**src/rtl/spi_resp_pkg.sv**
```systemverilog
// Shared types and frame constants for the SPI register responder.
package spi_resp_pkg;

    typedef enum logic [2:0] {
        ST_IDLE = 3'd0,
        ST_CMD  = 3'd1,
        ST_WR   = 3'd2,
        ST_RD   = 3'd3,
        ST_DONE = 3'd4
    } state_e;

    localparam int unsigned FRAME_LEN = 16;
    // Position of the R/W flag within the frame, counted from the first bit sent.
    localparam int unsigned RW_BIT    = 0;
    localparam int unsigned CNT_W     = $clog2(FRAME_LEN + 1);

endpackage

```
**src/rtl/spi_resp_sync.sv**
```systemverilog
// Two-flop synchroniser with rising/falling edge detection on the synchronised level.
module spi_resp_sync (
    input  logic clk,
    input  logic rst,
    input  logic d_i,
    output logic q_o,
    output logic rise_o,
    output logic fall_o
);

    logic meta_q;
    logic sync_q;
    logic prev_q;

    always_ff @(posedge clk or posedge rst) begin
        if (rst) begin
            meta_q <= 1'b0;
            sync_q <= 1'b0;
            prev_q <= 1'b0;
        end else begin
            meta_q <= d_i;
            sync_q <= meta_q;
            prev_q <= sync_q;
        end
    end

    assign q_o    = sync_q;
    assign rise_o = sync_q & ~prev_q;
    assign fall_o = ~sync_q & prev_q;

endmodule

```
**src/rtl/spi_responder.sv**
```systemverilog
// SPI-mode-0 register-file responder: 16-bit frames (R/W, 7-bit address, 8-bit data).
// Optional: define SPI_RESP_RO_PROTECT_EN to reject writes at or above RO_BASE.
module spi_responder
    import spi_resp_pkg::*;
#(
    parameter int unsigned       ADDR_W  = 7,
    parameter int unsigned       DATA_W  = 8,
    parameter logic [ADDR_W-1:0] RO_BASE = 7'h60
) (
    input  logic              clk,
    input  logic              rst,
    input  logic              SPI_CLK_LINE,
    input  logic              SPI_EN,
    input  logic              SPI_MOSI,
    output logic              SPI_MISO,
    input  logic [ADDR_W-1:0] host_addr,
    output logic [DATA_W-1:0] host_rdata,
    output logic              frame_done,
    output logic              frame_err,
    output logic [2:0]        cur_state
);

    localparam int unsigned      CMD_LEN    = FRAME_LEN - DATA_W;
    localparam logic [CNT_W-1:0] CMD_LAST   = CNT_W'(CMD_LEN - 1);
    localparam logic [CNT_W-1:0] FRAME_LAST = CNT_W'(FRAME_LEN - 1);
`ifdef SPI_RESP_RO_PROTECT_EN
    localparam bit RoProtect = 1'b1;
`else
    localparam bit RoProtect = 1'b0;
`endif

    logic sclk_s, sclk_rise, sclk_fall;
    logic en_s, en_rise, en_fall;
    logic mosi_meta_q, mosi_s_q;

    spi_resp_sync u_sync_sclk (
        .clk    (clk),
        .rst    (rst),
        .d_i    (SPI_CLK_LINE),
        .q_o    (sclk_s),
        .rise_o (sclk_rise),
        .fall_o (sclk_fall)
    );

    spi_resp_sync u_sync_en (
        .clk    (clk),
        .rst    (rst),
        .d_i    (SPI_EN),
        .q_o    (en_s),
        .rise_o (en_rise),
        .fall_o (en_fall)
    );

    state_e              state_q, state_d;
    logic [CNT_W-1:0]    cnt_q, cnt_d;
    logic [DATA_W-2:0]   shift_q, shift_d;
    logic [DATA_W-1:0]   word;
    logic [ADDR_W-1:0]   addr_q, addr_d;
    logic [DATA_W-1:0]   rd_q, rd_d;
    logic                miso_q, miso_d;
    logic                done_q, done_d;
    logic                err_q, err_d;
    logic                we;
    logic                wr_blocked;
    logic [1:0]          warm_q;
    logic                armed_q;
    logic [DATA_W-1:0]   regs_q [2**ADDR_W];
    logic [DATA_W-1:0]   host_rdata_q;

    assign word       = {shift_q, mosi_s_q};
    assign wr_blocked = RoProtect && (addr_q >= RO_BASE);

    always_comb begin
        state_d = state_q;
        cnt_d   = cnt_q;
        shift_d = shift_q;
        addr_d  = addr_q;
        rd_d    = rd_q;
        miso_d  = 1'b0;
        done_d  = 1'b0;
        err_d   = 1'b0;
        we      = 1'b0;
        case (state_q)
            ST_IDLE: begin
                cnt_d   = '0;
                shift_d = '0;
                if (armed_q && en_rise && !sclk_s) state_d = ST_CMD;
            end
            ST_CMD, ST_WR, ST_RD: begin
                if (en_fall) begin
                    state_d = ST_IDLE;
                    err_d   = 1'b1;
                    cnt_d   = '0;
                    shift_d = '0;
                end else begin
                    if (state_q == ST_RD) begin
                        miso_d = miso_q;
                        if (sclk_fall) begin
                            miso_d = rd_q[DATA_W-1];
                            rd_d   = rd_q << 1;
                        end
                    end
                    if (sclk_rise) begin
                        shift_d = word[DATA_W-2:0];
                        cnt_d   = cnt_q + 1'b1;
                        if (cnt_q == CMD_LAST) begin
                            addr_d  = word[ADDR_W-1:0];
                            rd_d    = regs_q[addr_d];
                            state_d = word[CMD_LEN-1-RW_BIT] ? ST_WR : ST_RD;
                        end else if (cnt_q == FRAME_LAST) begin
                            state_d = ST_DONE;
                            miso_d  = 1'b0;
                            if (state_q == ST_WR && wr_blocked) begin
                                err_d = 1'b1;
                            end else begin
                                we     = (state_q == ST_WR);
                                done_d = 1'b1;
                            end
                        end
                    end
                end
            end
            ST_DONE: begin
                if (!en_s) state_d = ST_IDLE;
            end
            default: state_d = ST_IDLE;
        endcase
    end

    // A frame already running when reset lifts is skipped: arm only once EN is seen low.
    always_ff @(posedge clk or posedge rst) begin
        if (rst) begin
            state_q     <= ST_IDLE;
            cnt_q       <= '0;
            shift_q     <= '0;
            addr_q      <= '0;
            rd_q        <= '0;
            miso_q      <= 1'b0;
            done_q      <= 1'b0;
            err_q       <= 1'b0;
            warm_q      <= '0;
            armed_q     <= 1'b0;
            mosi_meta_q <= 1'b0;
            mosi_s_q    <= 1'b0;
        end else begin
            state_q     <= state_d;
            cnt_q       <= cnt_d;
            shift_q     <= shift_d;
            addr_q      <= addr_d;
            rd_q        <= rd_d;
            miso_q      <= miso_d;
            done_q      <= done_d;
            err_q       <= err_d;
            mosi_meta_q <= SPI_MOSI;
            mosi_s_q    <= mosi_meta_q;
            if (warm_q != 2'd3) warm_q <= warm_q + 1'b1;
            if (warm_q == 2'd3 && !en_s) armed_q <= 1'b1;
        end
    end

    always_ff @(posedge clk or posedge rst) begin
        if (rst) begin
            for (int unsigned i = 0; i < 2**ADDR_W; i++) regs_q[i] <= '0;
            host_rdata_q <= '0;
        end else begin
            if (we) regs_q[addr_q] <= word;
            host_rdata_q <= regs_q[host_addr];
        end
    end

    assign SPI_MISO   = miso_q;
    assign host_rdata = host_rdata_q;
    assign frame_done = done_q;
    assign frame_err  = err_q;
    assign cur_state  = state_q;

endmodule

```
**config.mk**
```make
export PLATFORM = sky130hd
export DESIGN_NAME = spi_responder
export DESIGN_NICKNAME = d
export VERILOG_FILES = /design/src/rtl/spi_resp_pkg.sv /design/src/rtl/spi_resp_sync.sv /design/src/rtl/spi_responder.sv
export SDC_FILE = /design/constraint.sdc
export NUM_CORES = 2
export LEC_CHECK = 0
export ABC_AREA = 1
export BUFFER_PORTS_ARGS = -buffer_cell sky130_fd_sc_hd__buf_2
export CAP_MARGIN = 25
export CORE_MARGIN = 4
export CORE_UTILIZATION = 53
export DETAILED_ROUTE_END_ITERATION = 7
export PLACE_DENSITY = 0.68
export SLEW_MARGIN = 15
export SYNTH_ARGS = -nofsm -noshare
export SYNTH_HDL_FRONTEND = slang
export SYNTH_HIERARCHICAL = 1
export SYNTH_SLANG_ARGS = --single-unit
```
**constraint.sdc**
```tcl
create_clock -name clk -period 75.7 [get_ports clk]
set_input_delay 15.14 -clock clk [delete_from_list [all_inputs] [get_ports clk]]
set_output_delay 15.14 -clock clk [all_outputs]
set_load 0.05 [all_outputs]
```
Word-level counts from Yosys, hierarchy flattened --
Cells that the tools add are included.
Storage, ports and cells: bits in registers 1076, input port bits 12, output and inout port bits 14, word-level logic and storage cells 236
Operators by class: add/sub/neg operators 2, $lt $le $gt $ge 4, eq/ne operators 12, mux-type cells 46, bitwise operators 12, reductions and logical operators 13
Operators with widths (count):
- $bwmux 1024 | 1
- $bmux 8 s7 | 2
- $mux 8 | 9
- $demux 8 s7 | 1
- $ge 8x8->1 const B | 3
- $not 7->8 | 3
- $mux 1 | 20
- $mux 3 | 6
- $mux 7 | 2
- $pmux 7 s2 | 1
- $mux 5 | 2
- $pmux 5 s2 | 1
- $pmux 3 s3 | 1
- $lt 8x1->1 const B | 1
- $reduce_and 4->1 | 2
- $eq 3x2->1 const B | 2
- $ne 2x2->1 const B | 3
- $add 5x1->5 const B | 1
- $eq 5x3->1 const B | 1
- $eq 5x4->1 const B | 1
- $not 1->1 | 5
- $and 1x1->1 | 4
- $logic_and 1x1->1 | 4
- $ne 4x4->1 const B | 1
- 10 further kinds | 12

Depth between registers and ports, before layout --
depth after elaboration 9, mapped depth 17, depth with buffers taken out 13

Cells and area by module --
The synthesis kept the hierarchy.
By module, submodules not included:
- spi_responder | times used 1, cells an instance 8209, area an instance 58995.3 um2, sequential area each 26775.7 um2
- spi_resp_sync | times used 2, cells an instance 8, area an instance 93.8 um2, sequential area each 75.1 um2

Least setup slack after synthesis --
No wires, ideal clock.
path type in2reg, start point input host_addr[1], end point register host_rdata_q[3], in the netlist host_rdata[3], setup time 65 ps, arrival time 16410 ps, data required time 75635 ps, path slack 59226 ps, cell stages on the path 14, buffers on the path 3, cells stage by stage buf_4 inv_2 buf_4 clkbuf_1 o21ai_0 o22ai_1 nand2_1 nand3_1 nand2_1 nand2_1 nand2_1 o21ai_1 nand2_1 nand2_1
On the way: word-level cells in the longest chain between the ends 4
Ends and longest elaborated chain:
- start, declared | RTL line spi_responder.sv:16 | input logic [ADDR_W-1:0] host_addr,
- $not 7->8 (implied by the code) | RTL line spi_responder.sv:167 | host_rdata_q <= regs_q[host_addr];
- $bmux 8 s7 | RTL line spi_responder.sv:167
- $mux 8 (implied by the code) (2 in series) | RTL line spi_responder.sv:167
- end signal, assigned | RTL line spi_responder.sv:167
- end, declared | RTL line spi_responder.sv:68 | logic [DATA_W-1:0] host_rdata_q;
Every way passes these cells. The select of a mux whose other input is x is not followed. A chain may end at the register's enable or synchronous reset.

Worst setup path in the final report --
start point input host_addr[0], end point register host_rdata_q[3], in the netlist host_rdata[3]
Same word-level chain as after synthesis.

==> impl_results.html <==
<table>
<tr><th>Metric</th><th>Value</th></tr>
<tr><th colspan="2">Yosys</th></tr>
<tr><td>Post-Syn Nets</td><td>8240</td></tr>
<tr><td>Share of synthesized flip-flops with an asynchronous set or reset</td><td>1.00</td></tr>
<tr><td>Leading area contributor after synthesis</td><td>dfrtp_1</td></tr>
<tr><td>Sequential-to-total area share from yosys stat</td><td>0.455</td></tr>
<tr><td>Area share of the largest cell type after synthesis</td><td>0.455</td></tr>
<tr><td>Post-synth cell types</td><td>35</td></tr>
<tr><td>Predominant post-synthesis flop cell</td><td>dfrtp_1</td></tr>
<tr><td>Synthesized netlist cell count</td><td>8225</td></tr>
<tr><td>Number of enable-type register cells in the synthesized netlist</td><td>0</td></tr>
<tr><td>Cell area after technology mapping</td><td>59200 um2</td></tr>
<tr><td>Most frequently used cell type in the post-synthesis netlist</td><td>nand2_1</td></tr>
<tr><td>Share of synthesized cell area in and, or, nand and nor gates</td><td>0.312</td></tr>
<tr><td>Number of synthesis warnings</td><td>6</td></tr>
<tr><td>Top cell types by occurrence after synthesis</td><td>nand2_1, o21ai_0, dfrtp_1</td></tr>
<tr><td>Area contributors post-synth</td><td>dfrtp_1, nand2_1, o21ai_0, nand3_1, nor2_1</td></tr>
<tr><td>Average size of a mapped cell</td><td>~7.2 um2</td></tr>
<tr><td>Adder-cell area share of the yosys netlist</td><td>0.000634</td></tr>
<tr><td>Compound-Gate Fraction of Synth Area</td><td>0.168</td></tr>
<tr><td>Main combinational cell family by area after synthesis</td><td>simple AND/OR/NAND/NOR gates</td></tr>
<tr><td>Multiplexer share of the synthesized area</td><td>0.000719</td></tr>
<tr><td>Seq cells post-synth</td><td>1076</td></tr>
<tr><td>Xor and xnor fraction of the mapped netlist area</td><td>0.000296</td></tr>
<tr><th colspan="2">Die</th></tr>
<tr><td>Initial core utilization</td><td>0.534</td></tr>
<tr><td>Full die area</td><td>117000 um2</td></tr>
<tr><td>Die Span X</td><td>342 um</td></tr>
<tr><td>Height of the chip</td><td>342 um</td></tr>
<tr><td>Count of boundary I/O pins</td><td>26</td></tr>
<tr><td>Row cnt</td><td>~120</td></tr>
<tr><td>Placeable core region</td><td>111000 um2</td></tr>
<tr><th colspan="2">Global routing</th></tr>
<tr><td>Antenna violations before repair</td><td>5</td></tr>
<tr><td>Global routing usage summed across all routing layers</td><td>0.350</td></tr>
<tr><td>Largest net degree at the start of global routing</td><td>219</td></tr>
<tr><td>Final global-route overflow total</td><td>0</td></tr>
<tr><td>Global-route wire length before repair</td><td>between 300 and 400 mm</td></tr>
<tr><td>Via count of the first global-routing pass</td><td>54300</td></tr>
<tr><th colspan="2">Run</th></tr>
<tr><td>Max capacitance violation total</td><td>0</td></tr>
<tr><th colspan="2">Clock network</th></tr>
<tr><td>Number of levels the H-tree was split into</td><td>3</td></tr>
<tr><td>Number of CTS-inserted buffers</td><td>around 120</td></tr>
<tr><td>CTS sink count</td><td>1076</td></tr>
<tr><td>Number of cells upsized or downsized after cts</td><td>0</td></tr>
<tr><td>CTS tree</td><td>yes</td></tr>
<tr><td>Post CTS Setup Buffer Count</td><td>0</td></tr>
<tr><td>Clock latency on the worst-skew pair</td><td>710 ps</td></tr>
<tr><td>CTS clock-pin slew for the worst setup and hold paths</td><td>around 60 ps</td></tr>
<tr><td>Root Buffer Master</td><td>clkbuf_16</td></tr>
<tr><td>Maximum root-to-sink buffer count</td><td>3</td></tr>
<tr><td>Number of hold buffers added after cts</td><td>0</td></tr>
<tr><th colspan="2">Setup path</th></tr>
<tr><td>Worst EP arrival</td><td>19240 ps</td></tr>
<tr><td>Most frequent cell on the critical path</td><td>nand2_1</td></tr>
<tr><td>Ordered cell list for the critical path</td><td>buf_8 &gt; inv_8 &gt; buf_12 &gt; buf_4 &gt; o21ai_0 &gt; o22ai_1 &gt; nand2_1 &gt; nand3_1 &gt; nand2_1 &gt; nand2_1 &gt; nand2_1 &gt; o21ai_1 &gt; nand2_1 &gt; nand2_1</td></tr>
<tr><td>Critical path class</td><td>input pin to flip-flop</td></tr>
<tr><td>Kind of capture point of the worst setup path</td><td>flip-flop</td></tr>
<tr><td>Req. time, crit path</td><td>76340 ps</td></tr>
<tr><td>Slowest stage cell, crit path</td><td>buf_4</td></tr>
<tr><td>Slowest cell delay on critical path</td><td>between 800 and 900 ps</td></tr>
<tr><td>Crit start category</td><td>input pin</td></tr>
<tr><td>Worst-path fanout max</td><td>185</td></tr>
<tr><th colspan="2">Finish</th></tr>
<tr><td>Final standard cell area without fillers</td><td>between 60000 and 70000 um2</td></tr>
<tr><td>Proportion of layout cells with a drive suffix above 1</td><td>0.0537</td></tr>
<tr><td>Final Non-Filler Cells</td><td>9328</td></tr>
<tr><td>Number of nets in the final layout</td><td>7756</td></tr>
<tr><td>P&amp;R area growth vs syn</td><td>5.81%</td></tr>
<tr><th colspan="2">Timing</th></tr>
<tr><td>Setup repair after global routing missed its margin</td><td>false</td></tr>
<tr><td>Maximum clock skew at final layout</td><td>around 26 ps</td></tr>
<tr><td>Highest clock frequency the design can meet</td><td>53.8 MHz</td></tr>
<tr><td>Worst slew pin tran</td><td>1260 ps</td></tr>
<tr><td>Post-route setup TNS</td><td>0 ps</td></tr>
<tr><td>Normalized max-slew margin</td><td>0.159</td></tr>
<tr><td>Final-report max-slew violation count</td><td>0</td></tr>
<tr><td>Worst setup slack after layout</td><td>57100 ps</td></tr>
<tr><td>Final period utilization</td><td>0.246</td></tr>
<tr><td>Finish-stage setup viols</td><td>0</td></tr>
<tr><td>Final period demand of the worst path</td><td>18600 ps</td></tr>
<tr><td>Hold Fails Final Rpt</td><td>0</td></tr>
<tr><th colspan="2">Place</th></tr>
<tr><td>Placed Cells</td><td>slightly above 9000</td></tr>
<tr><td>Number of I/O port buffers</td><td>25</td></tr>
<tr><td>Placed cell areas</td><td>58500 um2</td></tr>
<tr><td>Post-DP HPWL</td><td>116 mm</td></tr>
<tr><td>Pre-CTS WS</td><td>56640 ps</td></tr>
<tr><td>Final RePlAce weighted congestion</td><td>0.902</td></tr>
<tr><th colspan="2">Detailed routing</th></tr>
<tr><td>Total Routed Length</td><td>209 mm</td></tr>
<tr><td>Iteration-0 DRC Markers</td><td>8309</td></tr>
<tr><td>Mean number of vias per cell</td><td>6.25</td></tr>
<tr><td>Via count</td><td>approximately 58000</td></tr>
<tr><td>Length of the first detailed-routing pass in iterations</td><td>8</td></tr>
<tr><td>Remaining antenna violation count after routing</td><td>0</td></tr>
<tr><td>Final routed DRC violation total</td><td>0</td></tr>
<tr><td>Routed wire per std cell</td><td>22.4 um</td></tr>
<tr><th colspan="2">Pwr</th></tr>
<tr><td>Maximum vdd ir drop</td><td>~21 uV</td></tr>
<tr><td>Cell area power density</td><td>roughly 23 nW/um2</td></tr>
<tr><td>Static leakage</td><td>27.0 nW</td></tr>
<tr><th colspan="2">Status</th></tr>
<tr><td>Run status</td><td>complete, no violations</td></tr>
<tr><th colspan="2">Worst hold path</th></tr>
<tr><td>Kind of path behind the tightest hold check</td><td>flip-flop to flip-flop</td></tr>
</table>
-- routing by layer --
| layer | routed length, um | global-route usage |
|---|---|---|
| met1 | 84800 | 0.505 |
| met2 | 89300 | 0.510 |
| met3 | 25300 | 0.0713 |
| met4 | 9700 | 0.160 |
| met5 | 27 | 0 |
-- cell type report --
cell class / count / area (um2)
clock inverter: 36 / 370
tap: 1488 / 1860
antenna: 2 / 5.00
multi-input combinational: 6364 / 28600
clock buffer: 179 / 3620
fill: 10700 / 48200
timing repair buffer: 105 / 915
inverter: 78 / 358
sequential: 1076 / 26900
-- cell families after synthesis --
group | after synthesis
buffers and inverters | 785
AND/OR/NAND/NOR | 4436
XOR/XNOR | 2
AO/OA/AOI/OAI | 1919
multiplexers | 4
flip-flops | 1076
adder cells (fa/ha/maj) | 3
-- cells in the final DEF, fill, tap and decap left out, drive strengths merged --
cell type     n
mux2i         2
a31oi         7
and2          4
nor3          6
ha            3
diode         2
clkinv       25
nand2      2736
mux2          2
bufinv        7
nor2        661
clkinvlp      6
a22oi         1
a21oi        20
clkbuf      179
a21o          1
nand3      1029
buf         105
inv          76
xor2          1
dfrtp      1076
o311ai        1
o22ai       276
xnor2         1
o21ai      1613
-- report_power, final --
part	internal, mW	leakage [nW]	switching, mW	total, mW
clock	0.350	1.97	0.244	0.594
sequential	0.577	15.0	0.00837	0.585
combinational	0.0630	10.0	0.190	0.253
total	0.990	27.0	0.442	1.43
-- worst paths after layout --
path / from / end / slack [ps] / cells past startpoint
max: host_addr[0] / host_rdata[3]$_DFF_PP0_ / 57100 / 14
min: mosi_meta_q$_DFF_PP0_ / mosi_s_q$_DFF_PP0_ / 340 / 0
max reg2reg: shift_q[0]$_DFFE_PP0P_ / rd_q[1]$_DFFE_PP0P_ / 71040 / 14
min reg2reg: mosi_meta_q$_DFF_PP0_ / mosi_s_q$_DFF_PP0_ / 340 / 0
max in group asynchronous: rst / regs_q[923]$_DFFE_PP0P_ / 58160 / 6
min in group asynchronous: rst / u_sync_sclk/meta_q$_DFF_PP0_ / 14360 / 2
-- critical path, delay by kind of cell --
kind                   cells  cell delay, ps
AO/OA/AOI/OAI              3             530
buffers and inverters      4            2240
AND/OR/NAND/NOR            7             790
-- registers in the layout, indices dropped and copies added, names as in the netlist, 2 cells and up --
register	count
host_rdata	8
rd_q	8
cur_state	3
warm_q	2
addr_q	7
cnt_q	5
shift_q	7
regs_q	1024
-- metrics by stage --
| step | power [mW] | utilization | hold WS, ps |
|---|---|---|---|
| finish | 1.43 | 0.565 | 335 |
| global route | 1.48 | 0.565 | 353 |
| CTS | 1.43 | 0.564 | 342 |
| detailed placement | 0.838 | 0.528 | 335 |
| global placement | 0.837 | 0.528 | 333 |
| floorplan | 0.757 | - | 331 |
Power figures use the tool's default switching activity.
